--- src/rtl/spi_master_mc.sv ---
// SPI master with per-transfer mode, SCLK divider and slave select, all latched at start.
// A transfer runs SETUP, 2*BITS_SIZE SCLK toggles in XFER, HOLD, then a one-cycle DONE.
module spi_master_mc #(
    parameter int BITS_SIZE = 8,
    parameter int NUM_SS    = 4,
    parameter int CLK_DIV_W = 8,
    localparam int SS_W     = (NUM_SS > 1) ? $clog2(NUM_SS) : 1
) (
    input  logic                 clk,
    input  logic                 reset,
    input  logic                 tx_start,
    input  logic [BITS_SIZE-1:0] tx_data,
    input  logic [SS_W-1:0]      ss_sel,
    input  logic [1:0]           mode,
    input  logic [CLK_DIV_W-1:0] clk_div,
    input  logic                 MISO,
    output logic                 SCLK,
    output logic                 MOSI,
    output logic [NUM_SS-1:0]    ss_n,
    output logic                 busy,
    output logic [BITS_SIZE-1:0] rx_data,
    output logic                 tx_done,
    output logic                 rx_done
);

    localparam int EDGE_W = $clog2(2 * BITS_SIZE);

    typedef enum logic [2:0] {
        IDLE,
        SETUP,
        XFER,
        HOLD,
        DONE
    } state_t;

    state_t                 state_q;
    logic [CLK_DIV_W-1:0]   div_q;
    logic [CLK_DIV_W-1:0]   cnt_q;
    logic [1:0]             mode_q;
    logic [BITS_SIZE-1:0]   tx_sr_q;
    logic [BITS_SIZE-1:0]   rx_sr_q;
    logic [BITS_SIZE-1:0]   rx_data_q;
    logic [EDGE_W-1:0]      edge_q;
    logic [NUM_SS-1:0]      ss_n_q;
    logic [NUM_SS-1:0]      ss_n_d;
    logic                   sclk_q;
    logic                   mosi_q;
    logic                   busy_q;
    logic                   done_q;

    logic                   tick;
    logic                   leading;
    logic                   last_edge;
    logic                   sample_edge;

    // Out-of-range selects decode to all-ones so the transfer runs with no slave enabled.
    function automatic logic [NUM_SS-1:0] decode_ss(input logic [SS_W-1:0] sel);
        logic [NUM_SS-1:0] ss;
        ss = '1;
        for (int i = 0; i < NUM_SS; i++) begin
            if (sel == SS_W'(i)) begin
                ss[i] = 1'b0;
            end
        end
        return ss;
    endfunction

    always_comb begin
        ss_n_d = decode_ss(ss_sel);
    end

    // Even edge index is a leading edge (away from CPOL); CPHA picks which edge type samples.
    assign tick        = (cnt_q == div_q);
    assign leading     = ~edge_q[0];
    assign last_edge   = (edge_q == EDGE_W'(2 * BITS_SIZE - 1));
    assign sample_edge = mode_q[0] ? ~leading : leading;

    always_ff @(posedge clk) begin
        if (reset) begin
            state_q   <= IDLE;
            sclk_q    <= 1'b0;
            mosi_q    <= 1'b0;
            ss_n_q    <= '1;
            busy_q    <= 1'b0;
            done_q    <= 1'b0;
            rx_data_q <= '0;
            mode_q    <= 2'b00;
            cnt_q     <= '0;
            edge_q    <= '0;
        end else begin
            done_q <= 1'b0;
            case (state_q)
                IDLE: begin
                    sclk_q <= mode_q[1];
                    mosi_q <= 1'b0;
                    if (tx_start) begin
                        mode_q  <= mode;
                        div_q   <= clk_div;
                        tx_sr_q <= tx_data;
                        sclk_q  <= mode[1];
                        mosi_q  <= mode[0] ? 1'b0 : tx_data[BITS_SIZE-1];
                        ss_n_q  <= ss_n_d;
                        busy_q  <= 1'b1;
                        cnt_q   <= '0;
                        edge_q  <= '0;
                        state_q <= SETUP;
                    end
                end
                SETUP: begin
                    if (tick) begin
                        cnt_q   <= '0;
                        state_q <= XFER;
                    end else begin
                        cnt_q <= cnt_q + 1'b1;
                    end
                end
                XFER: begin
                    if (tick) begin
                        cnt_q  <= '0;
                        sclk_q <= ~sclk_q;
                        edge_q <= edge_q + 1'b1;
                        if (sample_edge) begin
                            rx_sr_q <= {rx_sr_q[BITS_SIZE-2:0], MISO};
                        end else if (mode_q[0]) begin
                            mosi_q  <= tx_sr_q[BITS_SIZE-1];
                            tx_sr_q <= tx_sr_q << 1;
                        end else if (!last_edge) begin
                            mosi_q  <= tx_sr_q[BITS_SIZE-2];
                            tx_sr_q <= tx_sr_q << 1;
                        end
                        if (last_edge) begin
                            edge_q  <= '0;
                            state_q <= HOLD;
                        end
                    end else begin
                        cnt_q <= cnt_q + 1'b1;
                    end
                end
                HOLD: begin
                    if (tick) begin
                        cnt_q     <= '0;
                        ss_n_q    <= '1;
                        busy_q    <= 1'b0;
                        done_q    <= 1'b1;
                        mosi_q    <= 1'b0;
                        rx_data_q <= rx_sr_q;
                        state_q   <= DONE;
                    end else begin
                        cnt_q <= cnt_q + 1'b1;
                    end
                end
                DONE: begin
                    state_q <= IDLE;
                end
                default: begin
                    state_q <= IDLE;
                end
            endcase
        end
    end

    assign SCLK    = sclk_q;
    assign MOSI    = mosi_q;
    assign ss_n    = ss_n_q;
    assign busy    = busy_q;
    assign rx_data = rx_data_q;
    assign tx_done = done_q;
    assign rx_done = done_q;

endmodule
--- config.mk ---
export PLATFORM = sky130hd
export DESIGN_NAME = spi_master_mc
export DESIGN_NICKNAME = d
export VERILOG_FILES = /design/src/rtl/spi_master_mc.sv
export SDC_FILE = /design/constraint.sdc
export NUM_CORES = 1
export LEC_CHECK = 0
export BUFFER_PORTS_ARGS = -buffer_cell sky130_fd_sc_hd__buf_2
export CAP_MARGIN = 10
export CORE_AREA = 2 2 82 84
export DETAILED_ROUTE_END_ITERATION = 16
export DIE_AREA = 0 0 84 86
export SYNTH_ARGS = -nofsm -noshare
export SYNTH_HDL_FRONTEND = slang
export SYNTH_SLANG_ARGS = --single-unit
--- constraint.sdc ---
create_clock -name clk -period 4.63 [get_ports clk]
set_input_delay 0.463 -clock clk [delete_from_list [all_inputs] [get_ports clk]]
set_output_delay 0.463 -clock clk [all_outputs]
set_load 0.01 [all_outputs]
After elaboration in Yosys (flattened, before gate mapping)
Cells that the tools add are included.

Register bits: 57. Output and inout bits: 17. Logic and storage cells: 94.

Reduce and logical (&&, ||, !) cells: 19. Bitwise gates (word level): 4. Equality and inequality tests: 15. Add/subtract/negate cells: 2. Mux-type cells: 41.

Operators with widths (count): $mux W8 (7); $pmux W8 S2 (2); $mux W4 (5); $mux W1 (16); $pmux W4 S2 (2); $mux W3 (5); $ne A2 B2 Y1 const B (6); $pmux W3 S4 (1); $reduce_and A5 Y1 (2); $reduce_and A3 Y1 (3); $add A8 B1 Y8 const B (1); $eq A8 B8 Y1 (1); $reduce_and A2 Y1 (4); $eq A3 B2 Y1 const B (2); $reduce_and A6 Y1 (1); $reduce_bool A2 Y1 (3); $add A4 B1 Y4 const B (1); $eq A2 B2 Y1 const B (2); $eq A4 B4 Y1 const B (1); $not A1 Y1 (4); $pmux W1 S2 (2); $reduce_and A4 Y1 (1); $eq A3 B1 Y1 const B (1); $logic_not A3 Y1 (1); other kinds (7) (7).

Depth between registers and ports, before layout
Gate-level depths: netlist of run 1.

Depth after elaboration: 6. Mapped depth: 7. Depth with buffers taken out: 6.

Worst setup path before layout of run 1
OpenSTA, ideal clock, no wires.

Kind: register to register. From: reg cnt_q[2]. To: reg tx_sr_q[0], enable pin. Stages on the path, launching flop included: 6. Clock period less this slack: 1.917 ns. Arrival time: 1.533 ns. Required time: 4.247 ns. Slack: 2.713 ns. Cell sequence: dfxtp_1 xnor2_1 nand4_1 nor2_1 a31oi_1 nor3_1.

Word-level cells in the longest chain between the ends: 3.

RTL lines: start: declaration (line 38) `logic [CLK_DIV_W-1:0] cnt_q;`; start signal: assignment (line 114) `cnt_q <= cnt_q + 1'b1;`; start signal: assignment (line 136) `cnt_q <= cnt_q + 1'b1;`; start signal: assignment (line 149) `cnt_q <= cnt_q + 1'b1;`; $eq A8 B8 Y1 (line 73) `assign tick = (cnt_q == div_q);`; $ne A2 B2 Y1 (no source line); $reduce_and A6 Y1 (no source line); end signal: assignment (line 99) `tx_sr_q <= tx_data;`; end signal: assignment (line 126) `tx_sr_q <= tx_sr_q << 1;`; end signal: assignment (line 129) `tx_sr_q <= tx_sr_q << 1;`; end: declaration (line 40) `logic [BITS_SIZE-1:0] tx_sr_q;`.

Every way passes these cells. A chain may end at the register's enable or synchronous reset.

Final worst setup path of run 1
From: reg cnt_q[2]. To: reg tx_sr_q[5], enable pin.

The elaborated chain is that of the path after synthesis.

==> impl_metrics.ini, run 1 <==
[status]
status = completed

[job]
drv_cap = 0

[sta]
tightest_slew_ns = 1.06
finalSetupTns_ns = 0
period_share_pct = 46.8
grt_setup_unrepaired = false
finClkSkew_ns = 0.0114
final-setup-viol-count = 0
hold_viol = 0
fmax_mhz = 461
slew_violations = 0
max_slew_margin_pct = 29.0
finalCriticalPeriod_ns = 2.17

[routing]
vias = 1717
totalWireLength_um = 4730
routedWlPerCell_um = 13.8
ant_nets = 0
dr.pass1.iters = 4
vias_per_cell = 5.01
drt_iter0_drc = 70
drc = 0

[pwr]
peakVddDrop_mv = 0.240
powerDensity_nw_per_um2 = 370
p_total_mw = 1.07
p_leak_nw = 1.09

[worst_setup_path]
max_stage_delay_ns = 0.46
ff2ff_setup_slack_ns = 2.46
path_class = reg2reg
critPathSlowestCell = nor3_1
startpoint_type = register
path_cells = xnor2_1, nand4_1, nor2_1, a31oi_1, nor3_1, clkbuf_2
end_kind = register
r2r-end = tx_sr_q[5]
cp_data_required_time_ns = 4.67
rr_startpoint = cnt_q[2]
cp_top_family = simple AND/OR/NAND/NOR gates
crit_path_max_fanout = 5
rr_worst_depth = 6
cp_num_buf_inv = 1
arrival_ns = 2.21

[clocking]
insertion_delay_ns = 0.34
cts_buffers = 9
cts_resized = 0
cts_tree = yes
cts.htree.levels = 3
cts_root_buffer = clkbuf_8
holdBufCountCts = 0
clkTransAtPathRegs_ns = 0.07
clock_path_buffers = 2
cts_setup_buffers = 0
cts.sinks = 57

[global_routing]
track_usage_pct = 14.0
grt_pass1_wl_um = 7670
grt_pass1_vias = 1621
grt_antenna_before_repair = 0
grt_max_degree = 30
overflow = 0

[yosys]
synth_edf_count = 24
async_flop_share_pct = 0
syn_inst = 220
synth.avg_cell_area_um2 = 11.2
syn_nets = 246
yosysUniqueCellTypes = 47
ys_seq_elements = 57
ys_seq_area_share_pct = 55.9
synth-main-ff-cell = dfxtp_1
yosysWarnings = 0
syn_area_um2 = 2470

[hold_path]
min-delay-start = clk_div[4]
hold_end = div_q[4]
hold_path_depth = 1
min_path_type = in2reg

[final_layout]
final_nets = 287
insertedDiodeCount = 0
layout-drive-gt1-share_pct = 26.7
area_growth_pct = 17.2
design_area_um2 = 2900

[floorplanning]
dieArea_um2 = 7220
row_count = 29
die_h_um = 86
num_io_pins = 41
fp.dieW_um = 84
start_util_pct = 39.4
core_um2 = 6280

[placed_design]
dp_hpwl_um = 3280
place_area_um2 = 2690
io_buffer_count = 40
place_congestion = 0.812
## stage by stage
step	worst slack, ns	instances	hold WS, ns	util, %
after global placement	2.33	326	0.433	42.8
after global routing	2.21	343	0.285	46.1
after CTS	2.23	342	0.286	46.0
after detailed placement	2.23	326	0.440	42.8
after floorplan	2.71	220	0.426	-
final	2.46	343	0.305	46.1
## worst max path at each step
stage	from	end	slack (ns)	cells after the start
after floorplan	cnt_q[2]	tx_sr_q[0]	2.71	5
after global placement	div_q[4]	tx_sr_q[3]	2.33	5
after detailed placement	cnt_q[2]	tx_sr_q[1]	2.23	5
after CTS	cnt_q[2]	tx_sr_q[5]	2.23	5
after global routing	state_q[1]	rx_sr_q[3]	2.21	3
final	cnt_q[2]	tx_sr_q[5]	2.46	6
## registers in the layout, indices dropped and copies added (netlist names)
| register | flops |
|---|---|
| busy | 1 |
| rx_sr_q | 8 |
| MOSI | 1 |
| SCLK | 1 |
| edge_q | 4 |
| rx_done | 1 |
| state_q | 3 |
| rx_data | 8 |
| ss_n | 4 |
| tx_sr_q | 8 |
| cnt_q | 8 |
| div_q | 8 |
| mode_q | 2 |
## synthesized netlist by cell type, drive strengths merged, types with 3 or more instances
cell    count  area [um^2]
a21oi       9         45.0
nor3       14         75.1
clkbuf      6         42.5
o21bai      4         30.0
xnor2      12          105
nor3b       3         22.5
nand3       6         30.0
and3        3         18.8
nand4       5         31.3
edfxtp     24          721
a31oi       3         18.8
mux2i      10          100
o21ai       4         20.0
nor2       24         90.1
nand2      12         52.6
buf         5         40.0
xor2        3         26.3
dfxtp      33          661
mux2        7         78.8
nand2b      3         18.8
a22o        3         26.3
## cells in the final DEF (no fill, tap or decap), types with 7 or more instances in the layout
master and count:
a21oi_1 9, buf_2 40, clkbuf_8 10, dfxtp_1 33
edfxtp_1 24, mux2_2 7, mux2i_1 10, nand2_1 11
nor2_1 24, nor3_1 13, xnor2_1 12
## cell type report
type / count / area [um^2]
multi-input combinational: 150 / 1000
timing repair buffer: 41 / 205
clock buffer: 10 / 138
tap: 77 / 96.3
inverter: 2 / 7.51
fill: 608 / 3380
clock inverter: 6 / 67.6
sequential: 57 / 1380
## where the power goes
part           internal, mW  total (mW)  switching (mW)
sequential            0.535       0.542         0.00763
combinational        0.0262      0.0585          0.0323
clock                 0.263       0.471           0.207
total                 0.824        1.07           0.247
## logic make-up after synthesis
family          after synthesis  synth area share (%)
flops                        57                  55.9
xor+xnor                     15                  5.32
buf+inv                      13                  3.65
compound gates               35                  9.87
fa+ha+maj                     2                  1.01
mux                          17                  7.24
simple gates                 81                  17.0
## routing by layer
layer	up-vias	GRT usage [%]	part of all wire [%]
met2	43	20.7	43
li1	883	-	-
met5	-	0	0
met4	0	9.24	2.6
met3	9	4.14	5.6
met1	782	17.8	48
No activity file was read; power rests on OpenSTA's default activity.
==> inputs of run 2 (changes only) <==
==> constraint.sdc (replaced) <==
create_clock -name clk -period 1.9 [get_ports clk]
set_input_delay 0.19 -clock clk [delete_from_list [all_inputs] [get_ports clk]]
set_output_delay 0.19 -clock clk [all_outputs]
set_load 0.01 [all_outputs]
==> run 2 against run 1 <==
  * Critical path depth unchanged
  * Critical endpoint is now rx_sr_q[2]
  * Routed wire length up 3.3%
  * Design area up 4.6%
  * First-iteration DRC count up 57%
==> impl_metrics.ini, run 2 (synthesis results as in run 1) <==
[floorplanning]
fp.dieW_um = 84
core_um2 = 6280
die_h_um = 86
num_io_pins = 41
row_count = 29
dieArea_um2 = 7220
start_util_pct = 39.4

[sta]
max_slew_margin_pct = 70.2
fmax_mhz = 560
slew_violations = 0
period_share_pct = 94.0
tightest_slew_ns = 0.444
finalSetupTns_ns = 0
final-setup-viol-count = 0
grt_setup_unrepaired = false
holdWs_ns = 0.0330
finalWorstSetupSlack_ns = 0.113
finClkSkew_ns = 0.0122
hold_viol = 0
finalCriticalPeriod_ns = 1.79

[final_layout]
final_common_cell = buf_2
layoutNonFillerInstCount = 358
layout-drive-gt1-share_pct = 31.0
area_growth_pct = 22.6
post-route-util_pct = 48.3
nFillCells = 600
insertedDiodeCount = 0
design_area_um2 = 3030
final_cell_mix = buf_2, dfxtp_1, edfxtp_1, nor2_1, buf_4
final_nets = 302

[worst_setup_path]
r2r-end = rx_sr_q[2]
crit_start = div_q[2]
rr_startpoint = div_q[2]
rr_worst_depth = 6
crit_path_max_fanout = 8
critPathCapture = rx_sr_q[2]
cp_data_required_time_ns = 1.94
path_class = reg2reg
startpoint_type = register
ff2ff_setup_slack_ns = 0.11
arrival_ns = 1.83
end_kind = register

[global_routing]
overflow = 0
grt_pass1_vias = 1651
grt_pass1_wl_um = 8030
track_usage_pct = 14.2
grt_antenna_before_repair = 0
globalRoute.busiestLayer = met1
met1_usage_pct = 19.9
grt.met2_usage_pct = 19.9
grt.met3_usage_pct = 4.23
grt_max_degree = 16

[clocking]
holdBufCountCts = 0
cts_buffers = 9
cts.htree.levels = 3
clkTransAtPathRegs_ns = 0.07
insertion_delay_ns = 0.33
cts.sinks = 57
cts_tree = yes
clock_path_buffers = 2
cts_root_buffer = clkbuf_8

[pwr]
netSwitchingFraction_pct = 21.8
switching_power_mw = 0.588
p_int_mw = 2.11
power_frac_comb_pct = 5.9
p_leak_nw = 1.17
p_total_mw = 2.70
clkPwrFrac_pct = 45.3
peakVddDrop_mv = 0.602
pwr-share-seq_pct = 48.8
powerDensity_nw_per_um2 = 892

[job]
drv_cap = 0

[routing]
ant_nets = 0
routedWlPerCell_um = 13.6
drt_iter0_drc = 110
drc = 0
totalWireLength_um = 4880
vias = 1793
vias_per_cell = 5.01
dr.pass1.iters = 4

[placed_design]
io_buffer_count = 40
dp_hpwl_um = 3410
place_congestion = 0.733
dp.cells = 342
place_area_um2 = 2810
pre_cts_slack_ns = 0.0220

[hold_path]
min_path_type = in2reg

[status]
status = completed
==> run 2: metal layers <==
layer / up-vias / part of all wire, %
met5: - / 0
met1: 839 / 51
li1: 918 / -
met2: 32 / 44
met4: 0 / 0.94
met3: 4 / 4.0
==> run 2: power groups by stage <==
stage / Sequential, mW / Combinational (mW) / Clock, mW
2_1_floorplan: 1.35 / 0.0984 / 0
3_3_place_gp: 1.35 / 0.158 / 0
3_5_place_dp: 1.35 / 0.158 / 0
6_report: 1.32 / 0.158 / 1.22
5_1_grt: 1.32 / 0.177 / 1.30
4_1_cts: 1.32 / 0.159 / 1.25
==> run 2: how the worst min path moves through the flow <==
stage,from,end,slack (ns),cells after the start
4_1_cts,clk_div[2],div_q[2],0.02,1
6_report,clk_div[2],div_q[2],0.03,1
3_5_place_dp,clk_div[4],div_q[4],0.37,1
5_1_grt,MISO,rx_sr_q[0],0.01,1
2_1_floorplan,clk_div[0],div_q[0],0.29,0
3_3_place_gp,clk_div[4],div_q[4],0.37,1
==> run 2: critical path, stage by stage, from the launching register on <==
cell,delay (ns)
edfxtp_1,0.39
xnor2_1,0.20
and4_2,0.32
nand2_4,0.06
nor3_2,0.17
and3b_1,0.19
buf_4,0.16
==> run 2: what timing repair did <==
action	in CTS	in global routing
endpoints found under the hold margin	0	0
gates resized for setup	1	1
setup endpoints to repair	1	8
buffers inserted	0	0
==> run 2: final cells by class <==
| type | instances | area (um^2) | area share (%) |
|---|---|---|---|
| clock buffers | 11 | 131 | 4.34 |
| clock inverters | 5 | 80.1 | 2.64 |
| well taps | 77 | 96.3 | 3.18 |
| repair buffers | 56 | 320 | 10.6 |
| multi-input cells | 150 | 1010 | 33.4 |
| inverters | 2 | 7.51 | 0.248 |
| flip-flops and latches | 57 | 1380 | 45.6 |
==> inputs of run 3 (changes only) <==
--- a/config.mk
+++ b/config.mk
@@ -5,11 +5,12 @@
 export SDC_FILE = /design/constraint.sdc
 export NUM_CORES = 1
 export LEC_CHECK = 0
+export ABC_AREA = 1
 export BUFFER_PORTS_ARGS = -buffer_cell sky130_fd_sc_hd__buf_2
 export CAP_MARGIN = 10
-export CORE_AREA = 2 2 82 84
+export CORE_AREA = 2 2 83 85
 export DETAILED_ROUTE_END_ITERATION = 16
-export DIE_AREA = 0 0 84 86
+export DIE_AREA = 0 0 85 87
 export SYNTH_ARGS = -nofsm -noshare
 export SYNTH_HDL_FRONTEND = slang
 export SYNTH_SLANG_ARGS = --single-unit
==> run 3 against run 2 <==
  * Largest power group unchanged
  * Power increased by 36%
  * Critical path depth stayed put
  * Non-clock buffer count shrank 6
  * Cell count grew 22%
  * Design area up 1.7%
  * Sequential power is 21% higher
  * Clock skew fell by 0.0020 ns
  * Critical endpoint is now div_q[5]
  * Flip-flop and latch count unchanged
  * Highest routed layer unchanged
  * Clock-buffer cell count increased by 1
  * Synthesized area is 2.3% higher
  * Maximum frequency is 5.4% higher
==> impl_metrics.ini, run 3 <==
[clocking]
clkTransAtPathRegs_ns = 0.07
holdBufCountCts = 0
cts_setup_buffers = 0
insertion_delay_ns = 0.33
cts_root_buffer = clkbuf_8
cts.sinks = 57
cts_buffers = 9
cts_resized = 0
clock_path_buffers = 2
cts.htree.levels = 3
cts_tree = yes

[yosys]
yosysMostFrequentCell = nand2_1
syn_nets = 325
synth_edf_count = 24
syn_area_um2 = 2530
yosysWarnings = 0
synth-main-ff-cell = dfxtp_1
async_flop_share_pct = 0
synth_area_leader_cell = edfxtp_1
synth.avg_cell_area_um2 = 8.46
ys_seq_area_share_pct = 54.6
synth.area.top_cells = edfxtp_1, dfxtp_1, nand2_1
ys_seq_elements = 57
syn_inst = 299
synth_common_cells = nand2_1, nor2_1, dfxtp_1
synth_top_area_share_pct = 28.5
yosysUniqueCellTypes = 30

[global_routing]
grt_pass1_vias = 1835
overflow = 0
track_usage_pct = 14.6
grt_antenna_before_repair = 0
grt_max_degree = 21
grt_pass1_wl_um = 8280

[sta]
final-setup-viol-count = 0
holdWs_ns = 0.0261
finalSetupTns_ns = 0
max_slew_margin_pct = 69.8
finalWorstSetupSlack_ns = 0.205
tightest_slew_ns = 0.451
hold_viol = 0
fmax_mhz = 590
slew_violations = 0
finClkSkew_ns = 0.0102
period_share_pct = 89.2
finalCriticalPeriod_ns = 1.70
grt_setup_unrepaired = false

[worst_setup_path]
rr_startpoint = state_q[2]
path_class = reg2reg
cp_data_required_time_ns = 1.93
arrival_ns = 1.73
cp_common_cell = nor2_1
max_stage_delay_ns = 0.35
end_kind = register
path_cells = nor2_4, nand2_1, nor2_1, inv_2, nor2_1, buf_4
crit_start = state_q[2]
startpoint_type = register
crit_path_max_fanout = 9
critPathSlowestCell = dfxtp_1

[floorplanning]
start_util_pct = 38.5
core_um2 = 6570
dieArea_um2 = 7400
row_count = 30
num_io_pins = 41
die_h_um = 87
fp.dieW_um = 85

[hold_path]
min_path_type = in2reg
min-delay-start = clk_div[7]

[routing]
routedWlPerCell_um = 11.7
totalWireLength_um = 5130
drt_iter0_drc = 47
vias_per_cell = 4.76
vias = 2080
drc = 0
ant_nets = 0
dr.pass1.iters = 4

[status]
status = completed

[final_layout]
final_common_cell = nand2_1
final_cell_mix = nand2_1, buf_2, nor2_1, dfxtp_1, nand3_1
post-route-util_pct = 46.9
insertedDiodeCount = 0
area_growth_pct = 21.8
layout-drive-gt1-share_pct = 24.4
layoutNonFillerInstCount = 437
final_nets = 378

[placed_design]
pre_cts_slack_ns = 0.0931
place_congestion = 0.748
dp_hpwl_um = 3720
dp.cells = 421
io_buffer_count = 40

[job]
drv_cap = 0

[pwr]
p_leak_nw = 1.39
peakVddDrop_mv = 0.575
powerDensity_nw_per_um2 = 1190
run 3: changes by cell type in the layout (fill, tap and decap cells not counted), moves of 6 or more:
cell	previous run	this run
nand2_1	11	74
inv_1	2	25
nand3_1	6	28
nor2_1	23	36
mux2i_1	10	0
o21ai_0	4	14
nor2_2	1	10
mux2_2	7	0
nor3_1	11	4
xnor2_1	12	5
buf_4	16	10
run 3: final cells by class:
cell class              instances  area, um^2
clock inverters                 4        51.3
multi-input cells             203         998
flip-flops and latches         57        1380
repair buffers                 50         275
clock buffers                  12         155
well taps                      80         100
fillers                       654        3490
inverters                      31         119
run 3: stage by stage:
stage | cell area [um^2] | power (mW)
2_1_floorplan | 2530 | 2.26
3_3_place_gp | 2860 | 2.53
3_5_place_dp | 2860 | 2.54
4_1_cts | 3070 | 3.70
5_1_grt | 3080 | 3.90
6_report | 3080 | 3.68
run 3: kinds of logic (layout without fill, tap and decap cells):
logic type	Yosys count	in the layout	synth area share, %
compound gates	32	32	6.73
xor+xnor	8	8	2.77
fa+ha+maj	2	2	0.989
buf+inv	39	97	6.38
flops	57	57	54.6
simple gates	161	161	28.5
run 3: critical path: cells and delay by family (launching register included):
kind | cells | cell delay, ns
DFF | 1 | 0.35
buffers and inverters | 2 | 0.33
and+or+nand+nor | 4 | 0.72
run 3: final timing paths:
path,slack (ns),end,depth (start not counted)
min,0.03,div_q[7],1
max,0.20,div_q[5],6
min reg2reg,0.47,rx_sr_q[3],0
max reg2reg,0.20,div_q[5],6
run 3: per-layer routing:
| metal | global-route usage, % | wire [um] | vias up |
|---|---|---|---|
| met5 | 0 | 0 | - |
| met1 | 17.1 | 2360 | 950 |
| met3 | 4.93 | 233 | 9 |
| met2 | 24.0 | 2450 | 44 |
| met4 | 6.93 | 87 | 0 |
| li1 | - | - | 1077 |
run 3: power by group:
part	total [mW]	leakage [nW]	internal [mW]	switching, mW
registers	1.60	0.489	1.49	0.116
clock network	1.16	0.103	0.677	0.483
logic	0.913	0.801	0.331	0.582
